==> config.mk <==
export PLATFORM = sky130hd
export DESIGN_NAME = vsync_gen
export DESIGN_NICKNAME = d
export VERILOG_FILES = /design/src/rtl/vsync_gen.sv
export SDC_FILE = /design/constraint.sdc
export NUM_CORES = 1
export LEC_CHECK = 0
export BUFFER_PORTS_ARGS = -buffer_cell sky130_fd_sc_hd__buf_2
export CORE_MARGIN = 4
export CORE_UTILIZATION = 25
export DETAILED_ROUTE_END_ITERATION = 7
export PLACE_DENSITY = 0.52
export SETUP_SLACK_MARGIN = 0.15
export SLEW_MARGIN = 40
export SYNTH_ARGS = -nofsm -noshare
export SYNTH_HDL_FRONTEND = slang
export SYNTH_SLANG_ARGS = --single-unit
==> constraint.sdc <==
create_clock -name clk -period 3.1 [get_ports clk]
set_input_delay 0.62 -clock clk [delete_from_list [all_inputs] [get_ports clk]]
set_output_delay 0.62 -clock clk [all_outputs]
set_load 0.02 [all_outputs]
==> src/rtl/vsync_gen.sv <==
// vsync_gen: registered vsync pulse-train generator with programmable period, width and frame count
module vsync_gen #(
  parameter int   PERIOD_CYCLES = 1000,
  parameter int   PULSE_CYCLES  = 4,
  parameter int   NUM_FRAMES    = 8,
  parameter logic VS_POL        = 1'b1,
  parameter int   CNT_W         = 16
) (
  input  logic             clk,
  input  logic             reset,
  input  logic             start,
  input  logic             abort,
  output logic             vsync,
  output logic             sof,
  output logic             busy,
  output logic             finished,
  output logic [CNT_W-1:0] frame_count
);
  typedef enum logic [1:0] {IDLE, PULSE, GAP, DONE} state_t;
  localparam logic [CNT_W-1:0] ONE         = CNT_W'(1);
  localparam logic [CNT_W-1:0] PULSE_LAST  = CNT_W'(PULSE_CYCLES - 1);
  localparam logic [CNT_W-1:0] PERIOD_LAST = CNT_W'(PERIOD_CYCLES - 1);
  localparam logic [CNT_W-1:0] FRAMES      = CNT_W'(NUM_FRAMES);
  state_t state_q, state_d;
  logic [CNT_W-1:0] cnt_q, cnt_d, fc_q, fc_d;
  logic vsync_q, sof_q, busy_q, fin_q;
  always_comb begin
    state_d = state_q;
    cnt_d   = cnt_q;
    fc_d    = fc_q;
    case (state_q)
      IDLE, DONE: if (start) begin
        state_d = PULSE;
        cnt_d   = '0;
        fc_d    = '0;
      end
      PULSE: if (abort) begin
        state_d = IDLE;
        cnt_d   = '0;
      end else begin
        cnt_d   = cnt_q + ONE;
        state_d = (cnt_q == PULSE_LAST) ? GAP : PULSE;
      end
      GAP: if (abort) begin
        state_d = IDLE;
        cnt_d   = '0;
      end else if (cnt_q == PERIOD_LAST) begin
        cnt_d   = '0;
        fc_d    = fc_q + ONE;
        state_d = (NUM_FRAMES != 0 && fc_d == FRAMES) ? DONE : PULSE;
      end else begin
        cnt_d   = cnt_q + ONE;
      end
      default: state_d = IDLE;
    endcase
  end
  // outputs are flops loaded from the next state, so they align with state_q without input paths
  always_ff @(posedge clk) begin
    if (reset) begin
      state_q <= IDLE;
      cnt_q   <= '0;
      fc_q    <= '0;
      vsync_q <= ~VS_POL;
      sof_q   <= 1'b0;
      busy_q  <= 1'b0;
      fin_q   <= 1'b0;
    end else begin
      state_q <= state_d;
      cnt_q   <= cnt_d;
      fc_q    <= fc_d;
      vsync_q <= (state_d == PULSE) ? VS_POL : ~VS_POL;
      sof_q   <= (state_d == PULSE) && (cnt_d == '0);
      busy_q  <= (state_d == PULSE) || (state_d == GAP);
      fin_q   <= (state_d == DONE);
    end
  end
  assign vsync       = vsync_q;
  assign sof         = sof_q;
  assign busy        = busy_q;
  assign finished    = fin_q;
  assign frame_count = fc_q;
endmodule
==> results summary <==
Counting cells, the worst reg-to-reg path comes to 10. The average instance area after synthesis came out at 7.42 µm². The number of fill cells is 1018. For this run, the post-layout net count is 353. The leakage power came out at 0.972 nW. The maximum level of the CTS H-tree came out at 2. The clock period minus worst slack is 2790 ps.

Traced cell by cell, the critical path runs through or4_1 > or2_1 > or4_1 > a31oi_1 > a22oi_1 > ha_1 > nor2b_1 > nand4_1 > a21oi_1 > and4b_1. After detailed routing, the number of remaining DRC violations is 0. The antenna diode count came out at 0. For the pin with the worst max-slew slack, the measured transition is 457 ps. The number of distinct library cells after synthesis is 50. The buffer levels on the longest clock path is 2. The starting DRC count in detailed routing is 157. The total number of vias came out at 2445.

The number of I/O port buffers is 23. The worst-case IR drop observed on VDD is 0.133 mV. From bottom edge to top edge, the die measures 105 µm. The net count after synthesis is 329. The summed negative setup slack over all endpoints is 0 ps. The worst hold-check slack is 534 ps. The headroom to the max-slew limit is 69.2%. The post-synthesis sequential element count came out at 38. The number of nets with antenna violations after detailed routing came out at 0.

The number of standard-cell rows in the floorplan came out at 35. For this design, the CTS-stage hold fixing added 0 buffers. The type of the worst setup path is register to register. Of all nets on the critical path, the largest fanout is 6. The cell count along the critical path is 10.

The startpoint identified for the worst register-to-register timing path is cnt_q[12]. The I/O pin total is 24. The number of endpoints with negative hold slack in the final report came out at 0. The sequential share of power is 54.2%. Counting stages on the worst path, the most repeated cell is sky130_fd_sc_hd__or4_1.

For this design the total switching power over the nets is 236 µW. STA classifies the critical path endpoint as a register. The buffers plus inverters on the worst setup path is 0. The number of standard cells after synthesis came out at 320. The share of synthesized area occupied by flip-flops and latches came out at 32.1%. After global routing the overflow that remains totals 0.

For this run, the number of Yosys warnings is 0. The clock slew at the register clock pins of the worst setup and hold paths is 70 ps. In this run the power density over the cells is 331 mW/mm².

The wire length of the first global-routing pass is 11500 µm. The wire length per cell after detailed routing is 14.4 µm. After floorplanning, the core was sized to cover 0.00924 mm². The startpoint of the tightest hold check path is frame_count[11]. The cell area that synthesis handed to floorplanning was 0.00237 mm².

The CTS tree is done. The relative area change from synthesis to final layout is 16.7%. The placed wire-length estimate after detailed placement came out at 4900 µm. Setup slack on the worst reg-to-reg path comes out at 310 ps. The end of the critical path is sof. The family of cells with the greatest summed delay on the critical path is simple AND/OR/NAND/NOR gates. In this run, CTS created clock tree buffers numbering 5.

The maximum cell stage delay along the critical path came out at 530 ps. The count of flip-flops with a built-in enable after synthesis came out at 0. The die covers 0.0111 mm². The reported max-cap violation count is 0.

The number of antenna violations at the first check in global routing came to 0. Setup repair after global routing left no endpoint under its margin. The clock tree root driver cell is sky130_fd_sc_hd__clkbuf_8. In this run switching power makes up 25.7% of total power. The share of the clock period used by the worst path after layout is 90.1%. For this run, asynchronously set or reset flops after synthesis account for 0%.

Cells with a size suffix above 1 make up 16.0% of the layout. The cell-internal power is 682 µW. The maximum clock frequency came out at 358 MHz. The most used flip-flop cell after synthesis is sky130_fd_sc_hd__dfxtp_1.

The detail-routed via count per cell came out at 5.17. STA puts the critical path data arrival time at 2980 ps. The count of final setup violators is 0.

The data required time of the critical path came out at 3290 ps. The endpoint identified for the worst register-to-register timing path is sof. The initial standard-cell utilization of the core came out at 25.7%.

The clock arrives with 7.81 ps of skew. Entering global routing, the biggest net connects 20 pins. In this run the horizontal extent of the chip is 105 µm.

The clock network is responsible for 35.5% of the overall power. The first detailed-routing pass ran for 4 iterations. The worst setup path is launched from a register. For the worst-skew pair, the clock arrives at the later sink with an insertion delay of 290 ps. The routed design has 6810 µm of wire. Global routing used 12.4% of the available tracks across all layers.

The class of the worst hold path is register to register. The placer's final routability congestion estimate came out at 0.856. The slowest stage of the critical path belongs to the cell sky130_fd_sc_hd__or4_1.

The number of max-slew violations in the final report came to 0. The run finished with clean final reports. The via count of the first global-routing pass was 2286.

The number of clock sinks seen by CTS came out at 38. The launch point of the critical path is cnt_q[12]. In this run, the combinational gates consume 10.3% of the power.
worst reg2reg max path, cell delays in order, from the launching register on:
cell,delay (ps)
sky130_fd_sc_hd__dfxtp_1,360
sky130_fd_sc_hd__or4_1,530
sky130_fd_sc_hd__or2_1,270
sky130_fd_sc_hd__or4_1,530
sky130_fd_sc_hd__a31oi_1,190
sky130_fd_sc_hd__a22oi_1,130
sky130_fd_sc_hd__ha_1,210
sky130_fd_sc_hd__nor2b_1,140
sky130_fd_sc_hd__nand4_1,100
sky130_fd_sc_hd__a21oi_1,40
sky130_fd_sc_hd__and4b_1,190
sequential cells by signal (all words and copies together) (netlist names):
| register | flops |
|---|---|
| vsync | 1 |
| sof | 1 |
| busy | 1 |
| finished | 1 |
| state_q | 2 |
| frame_count | 16 |
| cnt_q | 16 |
how the worst min path moves through the flow:
stage / endpoint / slack [ps] / cells after the start
after global routing: frame_count[11] / 570 / 2
final: frame_count[11] / 530 / 2
after detailed placement: frame_count[11] / 530 / 2
after global placement: frame_count[11] / 530 / 2
after floorplan: cnt_q[12] / 480 / 1
after CTS: frame_count[11] / 540 / 2
per-stage QoR:
step / util (%) / power (mW) / area (µm²) / setup WS [ps] / std cells
finish: 30.0 / 0.917 / 2770 / 307 / 473
global route: 30.0 / 0.962 / 2770 / 152 / 473
CTS: 29.7 / 0.936 / 2750 / 187 / 472
detailed placement: 28.9 / 0.604 / 2670 / 214 / 465
global placement: 28.9 / 0.604 / 2670 / 299 / 465
floorplan: - / 0.570 / 2370 / 392 / 320
power groups by stage:
stage	logic, mW	registers [mW]	clock network (mW)
floorplan	0.0565	0.514	0
global placement	0.0951	0.509	0
detailed placement	0.0953	0.508	0
CTS	0.0965	0.497	0.343
global route	0.105	0.498	0.360
finish	0.0946	0.497	0.326
cell usage after synthesis (all sizes together) (3+ instances only):
| master | number | share of area, % |
|---|---|---|
| clkbuf | 19 | 3.0 |
| ha | 5 | 2.6 |
| a31oi | 7 | 1.8 |
| nand3b | 4 | 1.3 |
| nand2 | 31 | 4.9 |
| xnor2 | 3 | 1.1 |
| and3 | 6 | 1.6 |
| dfxtp | 38 | 32 |
| nor2 | 38 | 6.4 |
| o21ai | 22 | 4.6 |
| or4 | 6 | 2.1 |
| nand3 | 17 | 3.6 |
| and2 | 4 | 1.1 |
| nand4 | 8 | 2.1 |
| buf | 3 | 0.90 |
| nand2b | 3 | 0.79 |
| inv | 6 | 0.95 |
| nor2b | 4 | 1.1 |
| or3 | 10 | 2.6 |
| nor4 | 4 | 1.1 |
| a22oi | 5 | 1.6 |
| nor3 | 9 | 1.9 |
| xor2 | 5 | 1.8 |
| a21oi | 31 | 6.5 |
| a311oi | 8 | 3.0 |
cells by family after synthesis:
family,count (synthesis),share of synthesized area [%]
and+or+nand+nor,152,33.4
DFF,38,32.1
adders and majority gates,5,2.64
AOI/OAI and AO/OA,89,24.1
xor gates and xnor gates,8,2.95
buffers and inverters,28,4.85
layer usage:
| layer | global-route usage, % | share of wire, % | up-vias |
|---|---|---|---|
| li1 | - | - | 1231 |
| met4 | 3.19 | 0.97 | 0 |
| met1 | 17.0 | 47 | 1147 |
| met3 | 2.39 | 5.1 | 7 |
| met2 | 19.9 | 47 | 60 |
| met5 | 0 | 0 | - |
layout make-up:
class | instances | area (µm²) | area share (%)
clock buffer | 7 | 76.3 | 2.76
inverter | 6 | 22.5 | 0.813
multi-input combinational | 254 | 1510 | 54.6
sequential | 38 | 763 | 27.6
tap | 129 | 161 | 5.83
timing repair buffer | 39 | 235 | 8.49
cell usage in the layout (no fill, tap or decap), types with 6 or more instances in the layout:
cell type	instances
sky130_fd_sc_hd__buf_2	23
sky130_fd_sc_hd__nor2_1	34
sky130_fd_sc_hd__nand3_1	17
sky130_fd_sc_hd__dfxtp_1	36
sky130_fd_sc_hd__and3_1	6
sky130_fd_sc_hd__a31oi_1	7
sky130_fd_sc_hd__a311oi_1	8
sky130_fd_sc_hd__or3_1	10
sky130_fd_sc_hd__o21ai_0	22
sky130_fd_sc_hd__buf_4	16
sky130_fd_sc_hd__nand4_1	8
sky130_fd_sc_hd__a21oi_1	31
sky130_fd_sc_hd__nor3_1	9
sky130_fd_sc_hd__inv_1	6
sky130_fd_sc_hd__nand2_1	31
what timing repair did:
item,4_1_cts,5_1_grt
setup endpoints to repair,0,1
setup buffers,0,1
endpoints found under the hold margin,0,0
resized for setup,0,6
Power figures use the tool's default switching activity.
